==> src/rtl/acp_stream_writer.sv <==
// Stream-to-memory write DMA driving the HPS f2h AXI3 slave (ACP path).
// Splits a byte-length transfer into INCR bursts that never cross a 4 KB page.
module acp_stream_writer #(
    parameter int          DATA_W          = 128,
    parameter int          ADDR_W          = 32,
    parameter int          ID_W            = 8,
    parameter int          MAX_BURST       = 16,
    parameter int          MAX_OUTSTANDING = 4,
    parameter logic [3:0]  AWCACHE         = 4'b1111,
    parameter logic [4:0]  AWUSER          = 5'b00001
) (
    input  logic                  clk,
    input  logic                  reset,

    input  logic [ADDR_W-1:0]     cfg_addr,
    input  logic [31:0]           cfg_len,
    input  logic                  cfg_start,
    output logic                  sts_busy,
    output logic                  sts_done,
    output logic [1:0]            sts_err,
    output logic                  sts_cfg_err,

    input  logic                  s_valid,
    output logic                  s_ready,
    input  logic [DATA_W-1:0]     s_data,

    output logic [ID_W-1:0]       m_awid,
    output logic [ADDR_W-1:0]     m_awaddr,
    output logic [3:0]            m_awlen,
    output logic [2:0]            m_awsize,
    output logic [1:0]            m_awburst,
    output logic [1:0]            m_awlock,
    output logic [2:0]            m_awprot,
    output logic [3:0]            m_awcache,
    output logic [4:0]            m_awuser,
    output logic                  m_awvalid,
    input  logic                  m_awready,

    output logic [ID_W-1:0]       m_wid,
    output logic [DATA_W-1:0]     m_wdata,
    output logic [DATA_W/8-1:0]   m_wstrb,
    output logic                  m_wlast,
    output logic                  m_wvalid,
    input  logic                  m_wready,

    input  logic [ID_W-1:0]       m_bid,
    input  logic [1:0]            m_bresp,
    input  logic                  m_bvalid,
    output logic                  m_bready
);

    localparam int BYTES = DATA_W / 8;
    localparam int SIZE  = $clog2(BYTES);
    localparam int OW    = $clog2(MAX_OUTSTANDING + 1);
    localparam logic [OW-1:0] OUT_MAX = OW'(MAX_OUTSTANDING);

    typedef enum logic [1:0] {
        IDLE,
        ADDR,
        DATA,
        DRAIN
    } state_t;

    state_t             state_q, state_d;
    logic [ADDR_W-1:0]  addr_q, addr_d;
    logic [31:0]        beats_left_q, beats_left_d;
    logic [4:0]         burst_q, burst_d;
    logic [4:0]         beat_cnt_q, beat_cnt_d;
    logic [OW-1:0]      outstanding_q, outstanding_d;
    logic               done_q, done_d;
    logic [1:0]         err_q, err_d;
    logic               cfg_err_q, cfg_err_d;

    logic               aw_hs;
    logic               w_hs;
    logic               b_hs;
    logic               in_data;
    logic               cfg_misaligned;
    logic [12:0]        to_4k_bytes;
    logic [31:0]        to_4k_beats;
    logic [31:0]        burst_beats;
    logic               unused_bid;

    assign unused_bid = ^m_bid;

    // Beats that still fit before the next 4 KB page; addr_q is always beat aligned.
    assign to_4k_bytes = 13'h1000 - {1'b0, addr_q[11:0]};
    assign to_4k_beats = 32'(to_4k_bytes >> SIZE);

    always_comb begin
        burst_beats = beats_left_q;
        if (burst_beats > 32'(MAX_BURST)) begin
            burst_beats = 32'(MAX_BURST);
        end
        if (burst_beats > to_4k_beats) begin
            burst_beats = to_4k_beats;
        end
    end

    assign cfg_misaligned = (cfg_addr[SIZE-1:0] != '0) || (cfg_len[SIZE-1:0] != '0);

    assign in_data = (state_q == DATA);

    // awvalid only rises with a free outstanding slot; the count cannot grow
    // again until this AW is accepted, so awvalid is never withdrawn early.
    assign m_awvalid = (state_q == ADDR) && (outstanding_q != OUT_MAX);
    assign m_awaddr  = addr_q;
    assign m_awlen   = 4'(burst_beats - 32'd1);
    assign m_awid    = '0;
    assign m_awsize  = 3'(SIZE);
    assign m_awburst = 2'b01;
    assign m_awlock  = 2'b00;
    assign m_awprot  = 3'b000;
    assign m_awcache = AWCACHE;
    assign m_awuser  = AWUSER;

    assign m_wid     = '0;
    assign m_wdata   = s_data;
    assign m_wstrb   = '1;
    assign m_wvalid  = s_valid & in_data;
    assign s_ready   = m_wready & in_data;
    assign m_wlast   = in_data && (beat_cnt_q == burst_q - 5'd1);

    assign m_bready  = ~reset;

    assign aw_hs = m_awvalid & m_awready;
    assign w_hs  = m_wvalid & m_wready;
    assign b_hs  = m_bvalid & m_bready;

    assign sts_busy    = (state_q != IDLE);
    assign sts_done    = done_q;
    assign sts_err     = err_q;
    assign sts_cfg_err = cfg_err_q;

    always_comb begin
        state_d       = state_q;
        addr_d        = addr_q;
        beats_left_d  = beats_left_q;
        burst_d       = burst_q;
        beat_cnt_d    = beat_cnt_q;
        outstanding_d = outstanding_q;
        done_d        = done_q;
        err_d         = err_q;
        cfg_err_d     = cfg_err_q;

        case ({aw_hs, b_hs})
            2'b10:   outstanding_d = outstanding_q + OW'(1);
            2'b01:   outstanding_d = outstanding_q - OW'(1);
            default: outstanding_d = outstanding_q;
        endcase

        // Only the first error response of a transfer is kept.
        if (b_hs && (err_q == 2'b00) && (m_bresp != 2'b00)) begin
            err_d = m_bresp;
        end

        case (state_q)
            IDLE: begin
                if (cfg_start) begin
                    err_d = 2'b00;
                    if (cfg_misaligned) begin
                        cfg_err_d = 1'b1;
                        done_d    = 1'b1;
                    end else if (cfg_len == 32'd0) begin
                        cfg_err_d = 1'b0;
                        done_d    = 1'b1;
                    end else begin
                        cfg_err_d    = 1'b0;
                        done_d       = 1'b0;
                        addr_d       = cfg_addr;
                        beats_left_d = cfg_len >> SIZE;
                        state_d      = ADDR;
                    end
                end
            end
            ADDR: begin
                if (aw_hs) begin
                    addr_d       = addr_q + (ADDR_W'(burst_beats) << SIZE);
                    beats_left_d = beats_left_q - burst_beats;
                    burst_d      = 5'(burst_beats);
                    beat_cnt_d   = 5'd0;
                    state_d      = DATA;
                end
            end
            DATA: begin
                if (w_hs) begin
                    beat_cnt_d = beat_cnt_q + 5'd1;
                    if (m_wlast) begin
                        state_d = (beats_left_q == 32'd0) ? DRAIN : ADDR;
                    end
                end
            end
            DRAIN: begin
                if (outstanding_q == '0) begin
                    done_d  = 1'b1;
                    state_d = IDLE;
                end
            end
            default: state_d = IDLE;
        endcase
    end

    always_ff @(posedge clk) begin
        if (reset) begin
            state_q       <= IDLE;
            addr_q        <= '0;
            beats_left_q  <= '0;
            burst_q       <= '0;
            beat_cnt_q    <= '0;
            outstanding_q <= '0;
            done_q        <= 1'b0;
            err_q         <= 2'b00;
            cfg_err_q     <= 1'b0;
        end else begin
            state_q       <= state_d;
            addr_q        <= addr_d;
            beats_left_q  <= beats_left_d;
            burst_q       <= burst_d;
            beat_cnt_q    <= beat_cnt_d;
            outstanding_q <= outstanding_d;
            done_q        <= done_d;
            err_q         <= err_d;
            cfg_err_q     <= cfg_err_d;
        end
    end

endmodule
==> config.mk <==
export PLATFORM = sky130hd
export DESIGN_NAME = acp_stream_writer
export DESIGN_NICKNAME = d
export VERILOG_FILES = /design/src/rtl/acp_stream_writer.sv
export SDC_FILE = /design/constraint.sdc
export NUM_CORES = 1
export LEC_CHECK = 0
export BUFFER_PORTS_ARGS = -buffer_cell sky130_fd_sc_hd__buf_4
export CAP_MARGIN = 20
export CORE_AREA = 2 2 188 190
export CTS_BUF_LIST = sky130_fd_sc_hd__clkbuf_4 sky130_fd_sc_hd__clkbuf_8
export DETAILED_ROUTE_END_ITERATION = 12
export DIE_AREA = 0 0 190 192
export GPL_TIMING_DRIVEN = 1
export RECOVER_POWER = 100
export SYNTH_ARGS = -nofsm -noshare
export SYNTH_HDL_FRONTEND = slang
export SYNTH_SLANG_ARGS = --single-unit
==> constraint.sdc <==
create_clock -name clk -period 5.3 [get_ports clk]
set_input_delay 0.795 -clock clk [delete_from_list [all_inputs] [get_ports clk]]
set_output_delay 0.795 -clock clk [all_outputs]
set_load 0.005 [all_outputs]
### Yosys cells after proc, flatten, opt, wreduce, memory -nomap -nowiden

Cells that the tools add are included.

| word-level totals | value |
|---|---|
| output and inout bits | 225 |
| bits in registers | 83 |
| logic and storage cells | 97 |
| input bits | 209 |

| cells by class | value |
|---|---|
| $lt $le $gt $ge | 2 |
| bitwise gates (word level) | 6 |
| equal/unequal tests | 14 |
| mux-type cells | 34 |
| add/subtract/negate cells | 8 |
| reduce and logical (&&, ||, !) cells | 24 |

Operator list:

| operator | count |
|---|---|
| 32-bit 2-to-1 mux | 10 |
| 32-bit case mux with 2 select lines | 2 |
| 32-bit zero test | 2 |
| 32-bit adder | 1 |
| 32-bit by 5-bit greater-than comparator with 1-bit output, second input constant | 1 |
| 32-bit by 9-bit greater-than comparator with 1-bit output | 1 |
| 32-bit subtractor | 1 |
| 2-bit 2-to-1 mux | 11 |
| 2-bit inequality test, second input constant | 7 |
| 13-bit by 12-bit subtractor with 13-bit output, first input constant | 1 |
| 2-bit nonzero test | 6 |
| 5-bit 2-to-1 mux | 2 |
| 5-bit case mux with 2 select lines | 1 |
| 2-bit case mux with 4 select lines | 1 |
| 4-bit nonzero test | 2 |
| 7-bit AND reduction | 1 |
| 2-bit equality test, second input constant | 3 |
| 3-bit case mux with 2 select lines | 1 |
| 3-bit AND reduction | 2 |
| 5-bit by 1-bit adder with 5-bit output, second input constant | 1 |
| 1-bit AND | 5 |
| 5-bit equality test | 1 |
| 1-bit 2-to-1 mux | 5 |
| 5-bit AND reduction | 1 |
| other kinds (13) | 19 |

### Depth between registers and ports, before layout

| depth | value |
|---|---|
| word-level depth | 7 |
| mapped depth | 26 |
| depth with buffers taken out | 25 |

### Least setup slack after synthesis

OpenSTA, ideal clock, no wires.

| timing path | value |
|---|---|
| kind | register to register |
| start | register addr_q[0] (netlist: m_awaddr[0]) |
| end | register addr_q[30] (netlist: m_awaddr[30]) |
| slack | -0.519 ns |
| buffers on the path | 1 |
| data arrival time | 5.734 ns |
| cell stages (with the launch flop) | 26 |
| cells stage by stage | dfxtp_1 > nor4_1 > nor2b_1 > nand2b_1 > nor3_1 > nand2b_1 > nor3_1 > xor2_1 > ha_1 > nand4_1 > a21oi_1 > o31a_1 > o21ai_1 > buf_2 > mux2i_1 > inv_1 > ha_1 > fa_1 > a211oi_2 > o21ai_0 > a21oi_1 > o211a_1 > o21ai_1 > a221o_1 > mux2_2 > a211oi_1 |

| on the way | value |
|---|---|
| word-level cells in the longest chain between the ends | 6 |

RTL lines:

| item | RTL line | text |
|---|---|---|
| start, declared | 65 | `logic [ADDR_W-1:0] addr_q, addr_d;` |
| start signal, assigned | 216 | `addr_q <= addr_d;` |
| 13-bit by 12-bit subtractor with 13-bit output (*) | 87 | `assign to_4k_bytes = 13'h1000 - {1'b0, addr_q[11:0]};` |
| 32-bit by 9-bit greater-than comparator with 1-bit output | 95 | `if (burst_beats > to_4k_beats) begin` |
| 32-bit 2-to-1 mux (*) | 95 |  |
| named net burst_beats[0] | 81 | `logic [31:0] burst_beats;` |
| 32-bit adder (*) | 178 | `addr_d = addr_q + (ADDR_W'(burst_beats) << SIZE);` |
| 32-bit 2-to-1 mux (*) | 177 | `if (aw_hs) begin` |
| 32-bit case mux with 2 select lines (*) | 157 | `case (state_q)` |

Mark *: on every way through the listed nets, which the timed path passes. The rest lies on a longest branch. The select of a mux whose other input is x is not followed.
A chain may end at the register's enable or synchronous reset.

### Worst setup path in the final report

Same ends and word-level chain as after synthesis.

==> summary.md <==
| Metric | Value |
|---|---|
| Status | finished, violations left |
| Failing checks | capacitance limit, slew limit, setup timing |
| CTS sink cnt | 83 |
| Avg WL per Cell | between 15 and 20 um |
| Number of port buffers | ~120 |
| Critical-path cell with the highest stage delay | a221o_1 |
| Routed Antenna Nets | 0 |
| H-tree levels | 3 |
| Worst VDD drop | between 0.1 and 0.15 mV |
| Crit path max fanout | 4 |
| CTS clk-pin slew, worst paths | 100 ps |
| Post-synth EDFFs | 0 |
| Clk_lat worst skew | 400 ps |
| Crit path DAT | 5730 ps |
| Register bit total from synthesis | 83 |
| Syn avg cell area | roughly 7.8 um^2 |
| Total number of vias | 8,174 |
| Fin crit share | 102% |
| RSZ-0062 raised after global routing | true |
| Slew HR | -17.1% |
| Max-Cap Viols | 1 |
| Commonest cells after routing, fill and taps aside | buf_4 (230), conb_1 (95), dfxtp_1 (81) |
| # hold bufs at CTS | 0 |
| Util after Layout | slightly above 30% |
| CP max stage delay | approximately 400 ps |
| Maximum clock frequency | around 0.19 GHz |
| Async set-reset flop share out of synthesis | 0% |
| Commonest non-fill, non-tap cell in the layout | buf_4 |
| CTS root buffer | clkbuf_8 |
| Final HPWL DP | 21,500 um |
| Fillers | roughly 3,700 |
| Share of cells above drive strength 1 | between 20% and 30% |
| Setup CP Type | reg -> reg |
| Setup Viol. Count Final | 8 |
| Die height | between 150 and 200 um |
| Fin. max-slew vios | 31 |
| Cts bufs inserted | 9 |
| CTS tree | yes |
| All-Layer GR Usage | 14.9% |
| Gpl congestion | approximately 0.88 |
| I/O pin cnt | between 400 and 500 |
| Final WS setup | -103 ps |
| PwrDens | 246 nW/um^2 |
| Clock Skew | 26.6 ps |
| Sequential share of the synthesized area | between 10% and 20% |
| DP Worst Slack | -506 ps |
| Post-Route WL | around 28,000 um |
| Design Power | ~2.6 mW |
| # nets final | around 1,500 |
| WP buf/inv | 2 |
| First-pass GRT wire length | roughly 42,000 um |
| Worst Path Required | 5620 ps |
| Fin crit period | 5400 ps |
| Initial Util | 24.9% |
| Leak Pwr | ~4.8 nW |
| Mapped Area | ~8600 um^2 |
| Final instance area | between 10,000 and 15,000 um^2 |
| Least-Margin Pin Slew | ~1800 ps |
| Die ar. | approximately 36,000 um^2 |
| Post-synthesis cell count | between 1,000 and 1,500 |
| DRT Pass-1 Iters | 5 |
| Hold crit path type | reg -> reg |
| Chip Width | between 150 and 200 um |
| Fin. Hold Viols | 0 |
| Antenna violations before repair | 1 |
| Worst path top cell family by delay | compound AO/OA/AOI/OAI gates |
| Area after DPL | between 9000 and 10,000 um^2 |
| Initial drt markers | between 400 and 500 |
| Crit. End Element | flop |
| Vias per cell | between 4 and 5 |
| Worst-case clock buffer depth | 2 |
| Layout area overhead | 24.1% |
| Vias in the first global route | between 7,000 and 8,000 |
| Residual DRC | 0 |
| Predominant post-synthesis flop cell | dfxtp_1 |
| Core footprint | ~34,000 um^2 |
| Synth warnings | 0 |
| Startpoint types | flop |
| Grt total ovfl | 0 |
| Largest net degree at the start of global routing | 57 |
| Netlist cell types | 71 |
| Site Rows | between 60 and 70 |
==> power breakdown <==
group	internal, mW	leakage (nW)	switching (mW)	total [mW]
sequential	0.651	0.672	0.0304	0.681
clock	0.183	0.0868	0.274	0.457
combinational	0.744	3.99	0.723	1.47
total	1.58	4.75	1.03	2.60
==> kinds of logic (layout without fill, tap and decap cells) <==
| group | count (synthesis) | count (layout) | share of synthesized area (%) |
|---|---|---|---|
| AND/OR/NAND/NOR | 314 | 314 | 18.4 |
| multiplexers | 23 | 23 | 2.72 |
| adder cells (fa/ha/maj) | 74 | 74 | 11.1 |
| AO/OA/AOI/OAI | 295 | 295 | 23.3 |
| buffers and inverters | 253 | 317 | 19.3 |
| flip-flops | 83 | 83 | 19.4 |
| XOR/XNOR | 56 | 56 | 5.74 |
| other | 2 | 96 | 0.0878 |
==> metrics by stage <==
step / hold WS [ps] / cells / TNS [ps]
final: 483 / 1713 / -313
after global placement: 466 / 1680 / -4310
after global routing: 507 / 1713 / -7720
after detailed placement: 468 / 1680 / -5930
after floorplan: 439 / 1193 / -14.2
after CTS: 486 / 1702 / -93.7
==> path summary, 6_finish.rpt <==
path,from,endpoint,slack (ps),cells past startpoint
min,m_awaddr[25]$_SDFFE_PP0P_,m_awaddr[25]$_SDFFE_PP0P_,480,2
max,m_awaddr[0]$_SDFFE_PP0P_,m_awaddr[30]$_SDFFE_PP0P_,-100,25
min reg2reg,m_awaddr[25]$_SDFFE_PP0P_,m_awaddr[25]$_SDFFE_PP0P_,480,2
max reg2reg,m_awaddr[0]$_SDFFE_PP0P_,m_awaddr[30]$_SDFFE_PP0P_,-100,25
==> synthesized netlist by cell type (6+ instances only) <==
| master | number | area (um^2) |
|---|---|---|
| a311oi_1 | 7 | 61.3 |
| ha_1 | 71 | 888 |
| and2_1 | 10 | 62.6 |
| inv_1 | 34 | 128 |
| xor2_1 | 22 | 193 |
| or2_2 | 7 | 43.8 |
| a221oi_1 | 12 | 105 |
| nand2b_1 | 13 | 81.3 |
| o21ai_0 | 53 | 265 |
| nor2b_1 | 9 | 56.3 |
| and3_1 | 22 | 138 |
| a2111oi_0 | 6 | 52.6 |
| nor4_1 | 18 | 113 |
| a211oi_1 | 30 | 225 |
| o211ai_1 | 7 | 52.6 |
| a21o_1 | 26 | 195 |
| buf_4 | 180 | 1350 |
| clkbuf_1 | 25 | 93.8 |
| dfxtp_1 | 83 | 1660 |
| o21bai_1 | 9 | 67.6 |
| o221ai_1 | 14 | 123 |
| nor2_1 | 82 | 308 |
| xnor2_1 | 34 | 298 |
| nand2_1 | 70 | 263 |
| mux2i_1 | 21 | 210 |
| buf_2 | 11 | 55.1 |
| a21oi_1 | 70 | 350 |
| o21a_1 | 8 | 60.1 |
| nor3_1 | 37 | 185 |
| nand3_1 | 13 | 65.1 |
| a31oi_1 | 12 | 75.1 |
| nand4_1 | 11 | 68.8 |
==> routing by layer <==
metal | global-route usage, % | wire [um] | part of all wire [%]
met1 | 18.3 | 12200 | 44
met2 | 25.7 | 13400 | 48
met3 | 2.45 | 1500 | 5.4
met4 | 6.59 | 953 | 3.4
met5 | 0 | 0 | 0
==> repair_timing <==
action                                  4_1_cts  5_1_grt
setup buffers                                 6       11
endpoints found under the setup margin       36       43
pin swaps                                    22       32
resized for setup                            31       68
==> registers in the layout, summed over array words and instances, names as in the netlist <==
| signal | cells |
|---|---|
| beat_cnt_q | 5 |
| state_q | 2 |
| sts_done | 1 |
| outstanding_q | 3 |
| m_awaddr | 32 |
| sts_cfg_err | 1 |
| sts_err | 2 |
| burst_q | 5 |
| beats_left_q | 32 |
==> worst reg2reg max path: stages (launching register included) <==
cell and delay, ps:
dfxtp_2 350, nor4_4 340, nor2b_4 210, nand2b_1 90
nor3_2 190, nand2b_1 170, xnor2_2 180, ha_1 310
a21o_1 170, a21oi_2 110, nor2b_1 50, o31a_1 320
o21ai_4 230, mux2i_4 280, inv_2 80, ha_4 160
fa_2 350, a211oi_2 230, o21ai_1 120, a21oi_1 150
buf_4 140, o211a_1 150, o21ai_2 80, a221o_1 400
mux2_4 320, a211oi_2 160
==> layout make-up <==
cell class              instances  area (um^2)  area share (%)
multi-input cells             857         6100            57.5
repair buffers                266         1960            18.5
flip-flops and latches         83         1660            15.7
well taps                     455          569            5.37
clock buffers                  11          139            1.31
inverters                      35          131            1.24
clock inverters                 5         37.5           0.354
diodes                          1         2.50          0.0236
(Power assumes the default switching activity.)
